`src/rtl/instruction_fetch_unit.sv`:
```
// ---------------------------------------------------------------------------
// instruction_fetch_unit
//
// Purpose:
//   Sequential instruction fetcher in front of a fixed 1-cycle-latency
//   instruction memory. It issues word-aligned reads, catches the returned
//   word one cycle later and queues {instruction, pc} pairs in a 2-entry
//   FIFO towards the decode stage. Reads are only issued when the FIFO is
//   guaranteed to have room for the returning data (credit rule), so the
//   FIFO can never overflow. A redirect flushes everything (queued and
//   in-flight) and restarts fetching at the aligned redirect target.
//
// Parameters:
//   ADDR_WIDTH       width of all byte addresses
//   RESET_PC         first fetch byte address after reset (bits [1:0] ignored)
//
// Ports:
//   clock            single clock, rising-edge active
//   reset            synchronous active-high reset, overrides everything
//   redirect         branch/jump/trap redirect request
//   redirect_addr    byte address to fetch from after a redirect
//   imem_read        read strobe to instruction memory
//   imem_addr        word-aligned byte address of the read
//   imem_instruction read data, valid the cycle after imem_read
//   out_valid        fetched instruction available (FIFO not empty)
//   out_ready        decode stage accepts the output this cycle
//   out_instruction  fetched instruction word (FIFO head)
//   out_pc           byte address of out_instruction (FIFO head)
// ---------------------------------------------------------------------------

// Property checker for the fetch unit; holds no state of its own.
module instruction_fetch_unit_checker #(
    parameter int unsigned ADDR_WIDTH = 32
) (
    input logic                  clock,
    input logic                  reset,
    input logic                  redirect,
    input logic                  out_valid,
    input logic                  out_ready,
    input logic [1:0]            count,
    input logic [ADDR_WIDTH-1:0] imem_addr,
    input logic [ADDR_WIDTH-1:0] out_pc,
    input logic [31:0]           out_instruction
);

    a_count_bound: assert property (@(posedge clock) disable iff (reset)
        count <= 2'd2);

    a_addr_aligned: assert property (@(posedge clock) disable iff (reset)
        imem_addr[1:0] == 2'b00);

    a_hold_stable: assert property (@(posedge clock) disable iff (reset)
        (out_valid && !out_ready && !redirect) |=>
        (out_valid && $stable(out_pc) && $stable(out_instruction)));

endmodule

module instruction_fetch_unit #(
    parameter int unsigned           ADDR_WIDTH = 32,
    parameter logic [ADDR_WIDTH-1:0] RESET_PC   = 32'h0000_0000
) (
    input  logic                  clock,
    input  logic                  reset,
    input  logic                  redirect,
    input  logic [ADDR_WIDTH-1:0] redirect_addr,
    output logic                  imem_read,
    output logic [ADDR_WIDTH-1:0] imem_addr,
    input  logic [31:0]           imem_instruction,
    output logic                  out_valid,
    input  logic                  out_ready,
    output logic [31:0]           out_instruction,
    output logic [ADDR_WIDTH-1:0] out_pc
);

    localparam logic [ADDR_WIDTH-1:0] ALIGN_MASK  = {{(ADDR_WIDTH-2){1'b1}}, 2'b00};
    localparam logic [ADDR_WIDTH-1:0] RESET_PC_AL = RESET_PC & ALIGN_MASK;
    localparam logic [ADDR_WIDTH-1:0] PC_STEP     = ADDR_WIDTH'(32'd4);

    // Architectural state
    logic [ADDR_WIDTH-1:0] fetch_pc_q,     fetch_pc_d;
    logic                  in_flight_q,    in_flight_d;
    logic [ADDR_WIDTH-1:0] in_flight_pc_q, in_flight_pc_d;
    logic [1:0]            count_q,        count_d;
    // FIFO kept as head/tail registers; the head always drives the output
    logic [31:0]           head_instr_q,   head_instr_d;
    logic [ADDR_WIDTH-1:0] head_pc_q,      head_pc_d;
    logic [31:0]           tail_instr_q,   tail_instr_d;
    logic [ADDR_WIDTH-1:0] tail_pc_q,      tail_pc_d;

    // Combinational helpers
    logic                  out_valid_s;
    logic                  pop_s;
    logic                  push_s;
    logic                  issue_s;
    logic [2:0]            occupancy_s;

    // Handshake, credit and issue decisions for the current cycle.
    always_comb begin
        out_valid_s = (count_q != 2'd0);
        // out_ready is meaningless while nothing is presented
        pop_s       = out_valid_s && out_ready;
        // Returning data always lands the cycle after its read unless flushed
        push_s      = in_flight_q && !redirect;
        // Entries that will occupy the FIFO once the in-flight word lands.
        // pop only happens with count >= 1, so this never underflows.
        occupancy_s = {1'b0, count_q} + {2'b00, in_flight_q} - {2'b00, pop_s};
        if (!reset && !redirect && (occupancy_s <= 3'd1)) begin
            issue_s = 1'b1;
        end else begin
            issue_s = 1'b0;
        end
    end

    // Fetch pointer and in-flight tracking.
    always_comb begin
        fetch_pc_d     = fetch_pc_q;
        in_flight_pc_d = in_flight_pc_q;
        in_flight_d    = in_flight_q;
        if (redirect) begin
            fetch_pc_d  = {redirect_addr[ADDR_WIDTH-1:2], 2'b00};
            in_flight_d = 1'b0;
        end else if (issue_s) begin
            in_flight_d    = 1'b1;
            in_flight_pc_d = fetch_pc_q;
            // Natural modulo-2^ADDR_WIDTH wrap of the adder
            fetch_pc_d     = fetch_pc_q + PC_STEP;
        end else begin
            // Any outstanding word lands this cycle, so nothing remains in flight
            in_flight_d = 1'b0;
        end
    end

    // FIFO push/pop with order preservation; redirect flushes it.
    always_comb begin
        count_d      = count_q;
        head_instr_d = head_instr_q;
        head_pc_d    = head_pc_q;
        tail_instr_d = tail_instr_q;
        tail_pc_d    = tail_pc_q;
        if (redirect) begin
            count_d = 2'd0;
        end else begin
            case ({push_s, pop_s})
                2'b10: begin
                    count_d = count_q + 2'd1;
                    if (count_q == 2'd0) begin
                        head_instr_d = imem_instruction;
                        head_pc_d    = in_flight_pc_q;
                    end else begin
                        tail_instr_d = imem_instruction;
                        tail_pc_d    = in_flight_pc_q;
                    end
                end
                2'b01: begin
                    count_d      = count_q - 2'd1;
                    head_instr_d = tail_instr_q;
                    head_pc_d    = tail_pc_q;
                end
                2'b11: begin
                    // Count is unchanged; the new word goes behind whatever remains
                    if (count_q == 2'd1) begin
                        head_instr_d = imem_instruction;
                        head_pc_d    = in_flight_pc_q;
                    end else begin
                        head_instr_d = tail_instr_q;
                        head_pc_d    = tail_pc_q;
                        tail_instr_d = imem_instruction;
                        tail_pc_d    = in_flight_pc_q;
                    end
                end
                default: begin
                    count_d = count_q;
                end
            endcase
        end
    end

    // State registers; reset overrides redirect and every other input.
    always_ff @(posedge clock) begin
        if (reset) begin
            fetch_pc_q     <= RESET_PC_AL;
            in_flight_q    <= 1'b0;
            in_flight_pc_q <= {ADDR_WIDTH{1'b0}};
            count_q        <= 2'd0;
            head_instr_q   <= 32'h0000_0000;
            head_pc_q      <= {ADDR_WIDTH{1'b0}};
            tail_instr_q   <= 32'h0000_0000;
            tail_pc_q      <= {ADDR_WIDTH{1'b0}};
        end else begin
            fetch_pc_q     <= fetch_pc_d;
            in_flight_q    <= in_flight_d;
            in_flight_pc_q <= in_flight_pc_d;
            count_q        <= count_d;
            head_instr_q   <= head_instr_d;
            head_pc_q      <= head_pc_d;
            tail_instr_q   <= tail_instr_d;
            tail_pc_q      <= tail_pc_d;
        end
    end

    // The read strobe must react within the cycle to redirect and pop,
    // so it is decoded from state plus inputs; data outputs come from flops.
    assign imem_read       = issue_s;
    assign imem_addr       = fetch_pc_q;
    assign out_valid       = out_valid_s;
    assign out_instruction = head_instr_q;
    assign out_pc          = head_pc_q;

    instruction_fetch_unit_checker #(
        .ADDR_WIDTH(ADDR_WIDTH)
    ) u_checker (
        .clock           (clock),
        .reset           (reset),
        .redirect        (redirect),
        .out_valid       (out_valid_s),
        .out_ready       (out_ready),
        .count           (count_q),
        .imem_addr       (fetch_pc_q),
        .out_pc          (head_pc_q),
        .out_instruction (head_instr_q)
    );

endmodule

```
`config.mk`:
```
export PLATFORM = sky130hd
export DESIGN_NAME = instruction_fetch_unit
export DESIGN_NICKNAME = d
export VERILOG_FILES = /design/src/rtl/instruction_fetch_unit.sv
export SDC_FILE = /design/constraint.sdc
export NUM_CORES = 1
export LEC_CHECK = 0
export CAP_MARGIN = 10
export CORE_ASPECT_RATIO = 0.5
export CORE_MARGIN = 2
export CORE_UTILIZATION = 40
export CTS_BUF_LIST = sky130_fd_sc_hd__clkbuf_4 sky130_fd_sc_hd__clkbuf_8
export CTS_CLUSTER_DIAMETER = 40
export DETAILED_ROUTE_END_ITERATION = 12
export GPL_TIMING_DRIVEN = 0
export PLACE_DENSITY = 0.62
export SLEW_MARGIN = 20
export SYNTH_ARGS = -nofsm -noshare
export SYNTH_HDL_FRONTEND = slang
export SYNTH_HIERARCHICAL = 1
export SYNTH_SLANG_ARGS = --single-unit
```
`constraint.sdc`:
```
create_clock -name clock -period 8.2 [get_ports clock]
set_input_delay 2.46 -clock clock [delete_from_list [all_inputs] [get_ports clock]]
set_output_delay 2.46 -clock clock [all_outputs]
set_load 0.01 [all_outputs]
```
### Word-level counts from Yosys, hierarchy flattened

Cells that the tools add are included.

| word-level totals | value |
|---|---|
| output and inout bits | 98 |
| input port bits | 68 |
| word-level logic and storage cells | 56 |
| register bits after elaboration | 195 |

| cells by class | value |
|---|---|
| equality and inequality tests | 7 |
| bitwise logic cells | 1 |
| mux-type cells | 17 |
| $lt $le $gt $ge | 1 |
| reductions and logical operators | 16 |
| add/sub/neg operators | 5 |

Operators by type and width:

| operator | count |
|---|---|
| two-way mux 32 bit | 10 |
| case mux 32 bit (3 select lines) | 2 |
| case mux 32 bit (2 select lines) | 2 |
| adder 32 x 3 -> 32 bit (second input constant) | 1 |
| nonzero test 2 bit | 4 |
| inequality test 2 bit (second input constant) | 3 |
| equality test 2 x 1 -> 1 bit (second input constant) | 2 |
| equality test 2 bit (second input constant) | 2 |
| logical AND 1 bit | 4 |
| case mux 2 bit (2 select lines) | 1 |
| AND reduction 4 bit | 1 |
| adder 2 x 1 -> 3 bit | 1 |
| <= comparator 3 x 1 -> 1 bit (second input constant) | 1 |
| AND reduction 3 bit | 1 |
| nonzero test 3 bit | 1 |
| subtractor 3 x 1 -> 3 bit | 1 |
| adder 2 x 1 -> 2 bit (second input constant) | 1 |
| zero test 1 bit | 2 |
| zero test 2 bit | 1 |
| two-way mux 1 bit | 2 |
| AND reduction 2 bit | 1 |
| OR reduction 2 bit | 1 |
| subtractor 2 x 1 -> 2 bit (second input constant) | 1 |
| inverter 1 bit | 1 |

### Longest topological paths before layout

| depth | value |
|---|---|
| depth after elaboration | 8 |
| mapped depth | 16 |
| depth with buffers taken out | 15 |

### Least setup slack after synthesis

OpenSTA, ideal clock, no wires.

| timing path | value |
|---|---|
| path kind | input to output |
| start point | input out_ready |
| end point | output imem_read |
| data required time | 5.740 ns |
| buffers on the path | 2 |
| path slack | 1.372 ns |
| stages | 12 |
| data arrival time | 4.368 ns |
| cells stage by stage | nand2b_1 -> inv_1 -> ha_1 -> inv_1 -> ha_1 -> inv_1 -> fa_1 -> xnor2_1 -> nand3_1 -> inv_1 -> buf_2 -> buf_2 |

| on the way | value |
|---|---|
| longest elaborated chain between the ends | 5 |

RTL lines:

| what | line | RTL |
|---|---|---|
| start: declaration | 70 | `input logic out_ready,` |
| logical AND 1 bit | 101 | `pop_s = out_valid_s && out_ready;` |
| subtractor 3 x 1 -> 3 bit | 106 | `occupancy_s = {1'b0, count_q} + {2'b00, in_flight_q} - {2'b00, pop_s};` |
| <= comparator 3 x 1 -> 1 bit | 107 | `if (!reset && !redirect && (occupancy_s <= 3'd1)) begin` |
| logical AND 1 bit | 107 |  |
| two-way mux 1 bit | 107 |  |
| end: declaration | 66 | `output logic imem_read,` |

No other way between the ends.

### Worst setup path after layout

Same ends and word-level chain as after synthesis.

==> run summary <==
Final HPWL DP - 18,200 um
fillers - 1,826
1st-pass router iterations - 6
CP Class - in2out
Hold/Removal Path Class - reg2reg
f_max - 126 MHz
worst rel slew slack - 26.5%
critical path arrival - 5.49 ns
antenna viol nets, final - 0
share of layout cells above drive strength 1 - 4.89%
first-pass GRT wire length - 38,800 um
Sw Pwr - 0.561 mW
Place WS - -0.0624 ns
CP required - 5.74 ns
Clock Path Buffers - 2
clock share of power - 34.3%
Worst-Skew Late Latency - 0.47 ns
max cap viols - 0
Die W - 201 um
vias in the first global route - 7,005
CTS Buf Count - 17
Yosys warning count - 6
unrepaired setup endpoints after global routing - no
H-Tree Depth - 4
largest net degree at the start of global routing - 17
Mean Syn Cell Area - 8.15 um2
Gate power share - 15.9%
Post-synth ARST share - 0%
number of synthesized flops with an enable pin - 0
P&R area growth vs syn - 30.3%
final worst setup slack - 0.247 ns
Final setup viols - 0
# hold bufs at CTS - 0
initial antenna violation count - 0
clk slew on worst S/H paths - 0.10 ns
DRC - 0
fin crit share - 97.0%
port buffer count - 158
Power Density - 198 mW/mm2
average wire per standard cell - 17.8 um
chip height - 103 um
outcome - completed
Vias - 7,562
Worst-Margin Slew - 1.09 ns
CP Max Fanout - 16
min cycle time layout - 7.95 ns
Pleak - 3.36 nW
GRT Overall Usage - 24.3%
post-CTS setup buffers - 0
post-synthesis sequential area ratio - 48.2%
Setup crit start kind - input pin
clk sinks - 187
CTS tree - yes
maximum vdd drop - 98.8 uV
Core Box Area - 0.0187 mm2
# IOs - 166
Clock Tree Root - clkbuf_8
prevailing post-synth register cell - dfxtp_1
RD Place Congestion - 0.839
grt ovf - 0
final wirelength - 25,000 um
CP endpoint kind - output pin
Fin. Hold Viols - 0
Slew Viols, Final - 0
Post-Syn Area - 0.00776 mm2
Worst Skew - 0.0146 ns
Initial Utilization - 41.5%
vias per cell - 5.39
Diodes inserted - 0
FP Rows - 35
Synth cell types - 46
Internal Power - 1.44 mW
DRC marker count from the first detailed-route iteration - 596
Fin Hold WS - 0.460 ns
Synth Register Bits - 187
Sw Ratio - 28.0%
Synth Instances - 953
Reg power frac - 49.8%
# nets final - 1,209
die area - 0.0206 mm2
## cells in the final DEF, fill, tap and decap left out, types with 10 or more instances in the layout
cell type	Yosys	final
a211oi_1	63	63
a21oi_1	112	112
a22oi_1	64	64
a31oi_1	19	19
and2_1	13	13
clkbuf_1	65	65
clkbuf_8	0	20
clkdlybuf4s50_1	0	158
dfxtp_1	187	187
inv_1	11	10
nand2_1	210	210
nand3_1	17	17
nor2_1	78	78
o22ai_1	10	10
xor2_1	11	11
## cells in the mapped netlist, drive strengths merged (9+ instances only)
library cell / n / area [um2]
o22ai: 10 / 62.6
nand4: 9 / 56.3
nand3: 18 / 95.1
a211oi: 63 / 473
and2: 14 / 88.8
a31oi: 19 / 119
inv: 11 / 41.3
nor2: 78 / 293
buf: 17 / 92.6
nand2: 211 / 800
xor2: 11 / 96.3
a22oi: 64 / 480
clkbuf: 65 / 244
a21oi: 112 / 561
dfxtp: 187 / 3740
## metal layers
layer / track usage (%) / wire [um]
met5: 0 / 0
met4: 5.58 / 229
met2: 39.6 / 11100
met3: 4.17 / 1560
met1: 34.1 / 12100
## registers in the layout (all words and copies together) (netlist names)
register / count
out_instruction: 32
tail_instr_q: 32
imem_addr: 30
in_flight_pc_q: 30
out_pc: 30
tail_pc_q: 30
count_q: 2
in_flight_q: 1
## worst paths after layout
kind	slack, ns	to	from	cells after the start
setup / recovery	0.25	imem_read	out_ready	13
hold / removal	0.46	tail_pc_q[31]	tail_pc_q[31]	2
setup reg to reg	4.44	imem_addr[14]	count_q[1]	16
hold reg to reg	0.46	tail_pc_q[31]	tail_pc_q[31]	2
## kinds of logic (layout without fill, tap and decap cells)
logic type | after synthesis | count (layout) | share of synthesized area, %
buffers and inverters | 94 | 283 | 4.92
adder cells (fa/ha/maj) | 9 | 9 | 1.55
AND/OR/NAND/NOR | 360 | 360 | 20.0
AO/OA/AOI/OAI | 287 | 287 | 23.6
flip-flops | 187 | 187 | 48.2
other | 1 | 4 | 0.0483
XOR/XNOR | 14 | 14 | 1.58
multiplexers | 1 | 1 | 0.145
## worst max-delay path, stage by stage
cell	delay (ns)
clkdlybuf4s50_1	0.46
nand2b_1	0.12
inv_1	0.16
ha_1	0.25
inv_1	0.05
ha_1	0.12
inv_1	0.04
fa_1	0.37
xnor2_1	0.15
nand3_1	0.18
clkinv_2	0.27
clkbuf_4	0.29
clkdlybuf4s50_1	0.56
## area by class of cell
cell class / count / area [um2] / share of cell area (%)
buffer: 81 / 334 / 3.30
clock buffer: 21 / 283 / 2.79
clock inverter: 11 / 158 / 1.56
inverter: 12 / 46.3 / 0.457
multi-input combinational: 675 / 3650 / 36.1
sequential: 187 / 3740 / 37.0
tap: 259 / 324 / 3.20
timing repair buffer: 158 / 1580 / 15.6
## through the flow
| stage | setup TNS, ns | utilization (%) | total power, mW | std cells | instance area, um2 |
|---|---|---|---|---|---|
| global placement | -0.00680 | 51.8 | 1.33 | 1373 | 9680 |
| detailed placement | -0.0624 | 51.8 | 1.33 | 1373 | 9680 |
| global route | 0 | 54.1 | 2.08 | 1404 | 10100 |
| floorplan | 0 | - | 1.16 | 956 | 7770 |
| finish | 0 | 54.1 | 2.00 | 1404 | 10100 |
| CTS | 0 | 54.1 | 2.01 | 1405 | 10100 |
## power by group through the flow
stage | Clock, mW | Sequential (mW) | Combinational, mW
after floorplan | 0 | 1.02 | 0.140
after global placement | 0 | 1.02 | 0.313
after detailed placement | 0 | 1.02 | 0.316
after CTS | 0.698 | 0.997 | 0.317
after global routing | 0.728 | 1.00 | 0.347
final | 0.686 | 0.997 | 0.318
## timing repair
action                                  CTS  global route
cloned                                    0             0
endpoints found under the setup margin    1             1
pin swaps                                 0             0
resized for setup                         1             2
Power figures use the tool's default switching activity.
